<file path="src/rtl/fetch_if.sv">
// fetch_if: decoder/ROM-side signal bundle for fetch_unit; FETCH_PERF_CNT_EN adds counter outputs.
interface fetch_if #(
  parameter int PC_W = 10
);
  logic            Start;
  logic            Stall;
  logic            Halt;
  logic            Jump;
  logic            BranchEn;
  logic            BranchAccept;
  logic [3:0]      BranchIdx;
  logic            LutWe;
  logic [3:0]      LutAddr;
  logic [PC_W-1:0] LutData;
  logic [PC_W-1:0] ProgCtr;
  logic            InstrValid;
  logic            Done;
`ifdef FETCH_PERF_CNT_EN
  logic [15:0]     CycleCnt;
  logic [15:0]     TakenCnt;
`endif
  modport master (
    output Start, Stall, Halt, Jump, BranchEn, BranchAccept, BranchIdx, LutWe, LutAddr, LutData,
    input  ProgCtr, InstrValid, Done
`ifdef FETCH_PERF_CNT_EN
    , input CycleCnt, TakenCnt
`endif
  );
  modport slave (
    input  Start, Stall, Halt, Jump, BranchEn, BranchAccept, BranchIdx, LutWe, LutAddr, LutData,
    output ProgCtr, InstrValid, Done
`ifdef FETCH_PERF_CNT_EN
    , output CycleCnt, TakenCnt
`endif
  );
endinterface

</file>
<file path="src/rtl/fetch_unit.sv">
// fetch_unit: PC sequencing (IDLE/RUN/HALT) with a 16-entry branch-target LUT.
// Define FETCH_PERF_CNT_EN to add saturating CycleCnt/TakenCnt outputs.
module fetch_unit #(
  parameter int PC_W      = 10,
  parameter int START_PC  = 0,
  parameter int LUT_DEPTH = 16
) (
  input logic   Clk,
  input logic   Reset_n,
  fetch_if.slave bus
);
  typedef enum logic [1:0] {IDLE, RUN, HALT} state_t;
  state_t          r_state;
  logic [PC_W-1:0] r_pc;
  logic            r_valid;
  logic            r_done;
  logic [PC_W-1:0] r_lut [LUT_DEPTH];
  logic            w_taken;
  logic [PC_W-1:0] w_target;
  assign w_taken  = bus.Jump | (bus.BranchEn & bus.BranchAccept);
  assign w_target = r_lut[bus.BranchIdx];
  // Running off the top address halts instead of wrapping; a taken branch there still redirects.
  always_ff @(posedge Clk or negedge Reset_n)
    if (!Reset_n) begin
      r_state <= IDLE;
      r_pc    <= '0;
      r_valid <= 1'b0;
      r_done  <= 1'b0;
      for (int i = 0; i < LUT_DEPTH; i++) r_lut[i] <= '0;
    end else if (r_state == RUN) begin
      if (bus.Halt || (!bus.Stall && !w_taken && r_pc == '1)) begin
        r_state <= HALT;
        r_valid <= 1'b0;
        r_done  <= 1'b1;
      end else if (!bus.Stall)
        r_pc <= w_taken ? w_target : r_pc + 1'b1;
    end else begin
      if (bus.LutWe) r_lut[bus.LutAddr] <= bus.LutData;
      if (bus.Start) begin
        r_state <= RUN;
        r_pc    <= PC_W'(START_PC);
        r_valid <= 1'b1;
        r_done  <= 1'b0;
      end
    end
  assign bus.ProgCtr    = r_pc;
  assign bus.InstrValid = r_valid;
  assign bus.Done       = r_done;
`ifdef FETCH_PERF_CNT_EN
  logic [15:0] r_cyc;
  logic [15:0] r_tk;
  always_ff @(posedge Clk or negedge Reset_n)
    if (!Reset_n) begin
      r_cyc <= '0;
      r_tk  <= '0;
    end else if (r_state == RUN) begin
      if (r_cyc != '1) r_cyc <= r_cyc + 1'b1;
      if (!bus.Halt && !bus.Stall && w_taken && r_tk != '1) r_tk <= r_tk + 1'b1;
    end else if (bus.Start) begin
      r_cyc <= '0;
      r_tk  <= '0;
    end
  assign bus.CycleCnt = r_cyc;
  assign bus.TakenCnt = r_tk;
`endif
endmodule

</file>
<file path="src/flat_wrapper.sv">
// flat-port wrapper written by rule: the top's interface ports become plain ports
module fetch_unit_flat 
#(
  parameter int PC_W      = 10,
  parameter int START_PC  = 0,
  parameter int LUT_DEPTH = 16
)
  (Clk, Reset_n, bus_Start, bus_Stall, bus_Halt, bus_Jump, bus_BranchEn, bus_BranchAccept, bus_BranchIdx, bus_LutWe, bus_LutAddr, bus_LutData, bus_ProgCtr, bus_InstrValid, bus_Done);
  fetch_if #(.PC_W(PC_W)) bus_i ();
  input logic Clk;
  input logic Reset_n;
  input wire logic [$bits(bus_i.Start)-1:0] bus_Start;
  input wire logic [$bits(bus_i.Stall)-1:0] bus_Stall;
  input wire logic [$bits(bus_i.Halt)-1:0] bus_Halt;
  input wire logic [$bits(bus_i.Jump)-1:0] bus_Jump;
  input wire logic [$bits(bus_i.BranchEn)-1:0] bus_BranchEn;
  input wire logic [$bits(bus_i.BranchAccept)-1:0] bus_BranchAccept;
  input wire logic [$bits(bus_i.BranchIdx)-1:0] bus_BranchIdx;
  input wire logic [$bits(bus_i.LutWe)-1:0] bus_LutWe;
  input wire logic [$bits(bus_i.LutAddr)-1:0] bus_LutAddr;
  input wire logic [$bits(bus_i.LutData)-1:0] bus_LutData;
  output wire logic [$bits(bus_i.ProgCtr)-1:0] bus_ProgCtr;
  output wire logic [$bits(bus_i.InstrValid)-1:0] bus_InstrValid;
  output wire logic [$bits(bus_i.Done)-1:0] bus_Done;
  assign bus_i.Start = bus_Start;
  assign bus_i.Stall = bus_Stall;
  assign bus_i.Halt = bus_Halt;
  assign bus_i.Jump = bus_Jump;
  assign bus_i.BranchEn = bus_BranchEn;
  assign bus_i.BranchAccept = bus_BranchAccept;
  assign bus_i.BranchIdx = bus_BranchIdx;
  assign bus_i.LutWe = bus_LutWe;
  assign bus_i.LutAddr = bus_LutAddr;
  assign bus_i.LutData = bus_LutData;
  assign bus_ProgCtr = bus_i.ProgCtr;
  assign bus_InstrValid = bus_i.InstrValid;
  assign bus_Done = bus_i.Done;
  fetch_unit #(.PC_W(PC_W), .START_PC(START_PC), .LUT_DEPTH(LUT_DEPTH)) u_core (.Clk(Clk), .Reset_n(Reset_n), .bus(bus_i));
endmodule
</file>
<file path="config.mk">
export PLATFORM = sky130hd
export DESIGN_NAME = fetch_unit_flat
export DESIGN_NICKNAME = d
export VERILOG_FILES = /design/src/rtl/fetch_if.sv /design/src/rtl/fetch_unit.sv /design/src/flat_wrapper.sv
export SDC_FILE = /design/constraint.sdc
export NUM_CORES = 1
export LEC_CHECK = 0
export BUFFER_PORTS_ARGS = -buffer_cell sky130_fd_sc_hd__buf_2
export CAP_MARGIN = 20
export CORE_MARGIN = 10
export CORE_UTILIZATION = 54
export DETAILED_ROUTE_END_ITERATION = 8
export PLACE_DENSITY = 0.8
export SYNTH_ARGS = -nofsm -noshare
export SYNTH_HDL_FRONTEND = slang
export SYNTH_SLANG_ARGS = --single-unit
</file>
<file path="constraint.sdc">
create_clock -name Clk -period 2.35 [get_ports Clk]
set_input_delay 0.5875 -clock Clk [delete_from_list [all_inputs] [get_ports Clk]]
set_output_delay 0.5875 -clock Clk [all_outputs]
set_load 0.01 [all_outputs]
</file>
==> impl_metrics.py <==
metrics = {
    "clocking": {
        "post_cts_resized": 0,
        "clkSlewWorstSetupHoldPaths_ns": 0.06,
        "clkLatencyLatePin_ns": 0.43,
        "post_cts_buffers": 0,
        "htree_num_levels": 4,
        "cts_hold_buf": 0,
        "cts_buffers": 17,
        "cts_tree": "yes",
        "cts_sinks": 172,
        "root_buffer": "clkbuf_16",
        "clk_path_buf_depth": 2,
    },
    "routing": {
        "viasPerCell": 6.32,
        "ant_nets": 0,
        "routed_wl_um": 19800,
        "met1_length_um": 8530,
        "drc": 0,
        "wire_per_inst_um": 23.7,
        "wl_met2_um": 9420,
        "wl_met3_um": 1410,
        "highest_layer": "met5",
        "firstDrtPassIters": 5,
        "vias": 5276,
        "drtIter0Drc": 522,
    },
    "sta": {
        "rsz0062_at_grt": "no",
        "fin_crit_sh_pct": 87.7,
        "fin_skew_ns": 0.00693,
        "fmax_ghz": 0.485,
        "hold_viol_final": 0,
        "setup_slack_ns": 0.290,
        "fin_hold_ws_ns": 0.0907,
        "worstMarginPinSlew_ns": 0.471,
        "slew_headroom_pct": 68.6,
        "setup-tns-final_ns": 0,
        "period_needed_ns": 2.06,
        "drv_slew": 0,
        "setup_viol": 0,
    },
    "logic_synthesis": {
        "avgSynthCellArea_sq_um": 14.4,
        "yosys_warnings": 0,
        "synth-xor-area-share_pct": 0.323,
        "synthSimpleGateAreaFrac_pct": 5.82,
        "synth_compound_area_share_pct": 4.98,
        "yosys.cell_types.count": 54,
        "synth_edf_count": 0,
        "synth_area_sq_um": 8130,
        "ys_seq_elements": 172,
        "synthArstFlopShare_pct": 100,
        "synth-main-ff-cell": "dfrtp_1",
        "seq_area_frac_synth_pct": 52.9,
        "muxShareOfSynthArea_pct": 33.8,
        "synth_cells": 563,
        "synthAdderAreaFrac_pct": 0.154,
        "synth_top_family_by_area": "multiplexers",
        "synth_nets": 591,
    },
    "setup_path": {
        "cp_top_family": "simple AND/OR/NAND/NOR gates",
        "slowest_stage": "dfrtp_1",
        "start_kind": "register",
        "crit_path_end_kind": "register",
        "path_max_fanout": 9,
        "critPathArrivalTime_ns": 2.37,
        "cp_cell_sequence": "nand2b_1 > nand2_1 > nor3_1 > nand2b_1 > buf_4 > mux2_2",
        "path_common_cell": "nand2b_1",
        "worstPathRequired_ns": 2.66,
        "slowest_delay_ns": 0.36,
        "cp_num_buf_inv": 1,
        "worstSetupPathType": "register to register",
    },
    "placed_design": {
        "globalplace.congestion": 0.881,
        "post-place-ws_ns": 0.0798,
        "io_buffer_count": 38,
        "dp_hpwl_um": 13500,
    },
    "finish": {
        "area_growth_pct": 16.4,
        "final_util_pct": 64.7,
        "final_nets": 666,
        "final_common_cell": "dfrtp_1",
        "multiInputGateArea_sq_um": 3670,
        "final_cell_mix": "172 x dfrtp_1, 163 x mux2_2, 47 x buf_4",
        "register_area_sq_um": 4300,
        "antennaDiodeCount": 0,
        "drive_gt1_share_pct": 51.2,
        "fill_cells": 1021,
    },
    "run": {
        "max_cap_violations": 0,
    },
    "power": {
        "total_power_uw": 10400,
        "power_density_nw_per_um2": 1090,
        "p_switching_uw": 2790,
        "ir_drop_v": 0.000636,
        "p_clk_share_pct": 29.6,
        "intPower_uw": 7580,
        "seqPwrFrac_pct": 46.4,
        "p_leak_uw": 0.00428,
        "combPwrFrac_pct": 23.9,
        "switching_share_pct": 26.9,
    },
    "global_routing": {
        "antenna_found_initial": 1,
        "grt_pass1_wl_um": 31700,
        "track_usage_pct": 20.4,
        "grt_start_max_net_pins": 53,
        "grt.overflow.total": 0,
        "grt_pass1_vias": 5558,
    },
    "die": {
        "core_sq_um": 14600,
        "pin_count": 39,
        "die_y_um": 143,
        "num_rows": 44,
        "dieArea_sq_um": 20400,
        "die_x_um": 143,
        "initial_utilization_pct": 55.5,
    },
    "worst_hold_path": {
        "worst_hold_path_type": "input port to asynchronous set/reset pin",
    },
    "status": {
        "status": "finished clean",
    },
}
[routing by layer]
| layer | track usage (%) | vias up |
|---|---|---|
| li1 | - | 2269 |
| met3 | 4.74 | 28 |
| met4 | 7.82 | 2 |
| met1 | 27.4 | 2768 |
| met5 | 0 | - |
| met2 | 31.5 | 209 |
[state kept, by name, summed over array words and instances, names as in the netlist]
| name | flops |
|---|---|
| u_core.r_lut | 160 |
| u_core.bus.Done | 1 |
| u_core.bus.ProgCtr | 10 |
| u_core.r_state | 1 |
[cell usage after synthesis, types with 3 or more instances]
| cell type | n | area [sq um] |
|---|---|---|
| buf_2 | 8 | 40.0 |
| a221o_2 | 3 | 33.8 |
| mux2i_1 | 33 | 330 |
| clkbuf_1 | 19 | 71.3 |
| a31oi_1 | 7 | 43.8 |
| dfrtp_1 | 172 | 4300 |
| a22oi_1 | 16 | 120 |
| nor2_2 | 9 | 56.3 |
| mux2_2 | 163 | 1840 |
| nand4_1 | 3 | 18.8 |
| o211ai_1 | 3 | 22.5 |
| nor3_2 | 3 | 30.0 |
| nand2b_1 | 4 | 25.0 |
| nor3_1 | 5 | 25.0 |
| mux4_2 | 26 | 586 |
| buf_4 | 3 | 22.5 |
| nor2_1 | 6 | 22.5 |
| nand2_1 | 15 | 56.3 |
| nand3_1 | 15 | 75.1 |
| a21oi_1 | 6 | 30.0 |
| nor2b_1 | 5 | 31.3 |
[stage by stage]
step,std cells,cell area [sq um]
floorplan,563,8130
global route,835,9470
detailed placement,803,8820
global placement,803,8820
CTS,835,9470
finish,835,9470
[final timing paths]
path	startpoint	to	slack (ns)	depth (start not counted)
hold / removal	Reset_n	u_core.r_lut[17]	0.09	1
setup / recovery	u_core.bus.Done	u_core.r_lut[75]	0.29	6
setup reg to reg	u_core.bus.Done	u_core.r_lut[75]	0.29	6
min in group Clk	bus_Start	u_core.bus.Done	0.40	2
max in group asynchronous	Reset_n	u_core.r_lut[104]	1.48	2
hold reg to reg	u_core.r_lut[18]	u_core.r_lut[18]	0.50	1
[area by class of cell]
cell class                 instances  area share, %
clock buffer                      21           4.86
clock inverter                    11           2.01
inverter                           2         0.0793
multi-input combinational        357           38.7
sequential                       172           45.4
tap                              184           2.43
timing repair buffer              88           6.43
[logic make-up (layout without fill, tap and decap cells)]
| logic type | Yosys count | count (layout) |
|---|---|---|
| xor+xnor | 3 | 3 |
| compound gates | 51 | 51 |
| buf+inv | 34 | 122 |
| mux | 222 | 222 |
| simple gates | 80 | 80 |
| flops | 172 | 172 |
| fa+ha+maj | 1 | 1 |
[power groups by stage]
stage | Sequential, uW | Combinational (uW) | Clock, uW
2_1_floorplan | 4640 | 1870 | 0
3_3_place_gp | 4710 | 2350 | 0
3_5_place_dp | 4830 | 2460 | 0
4_1_cts | 4800 | 2500 | 3100
5_1_grt | 4950 | 2700 | 3230
6_report | 4820 | 2480 | 3070
Power figures use the tool's default switching activity.
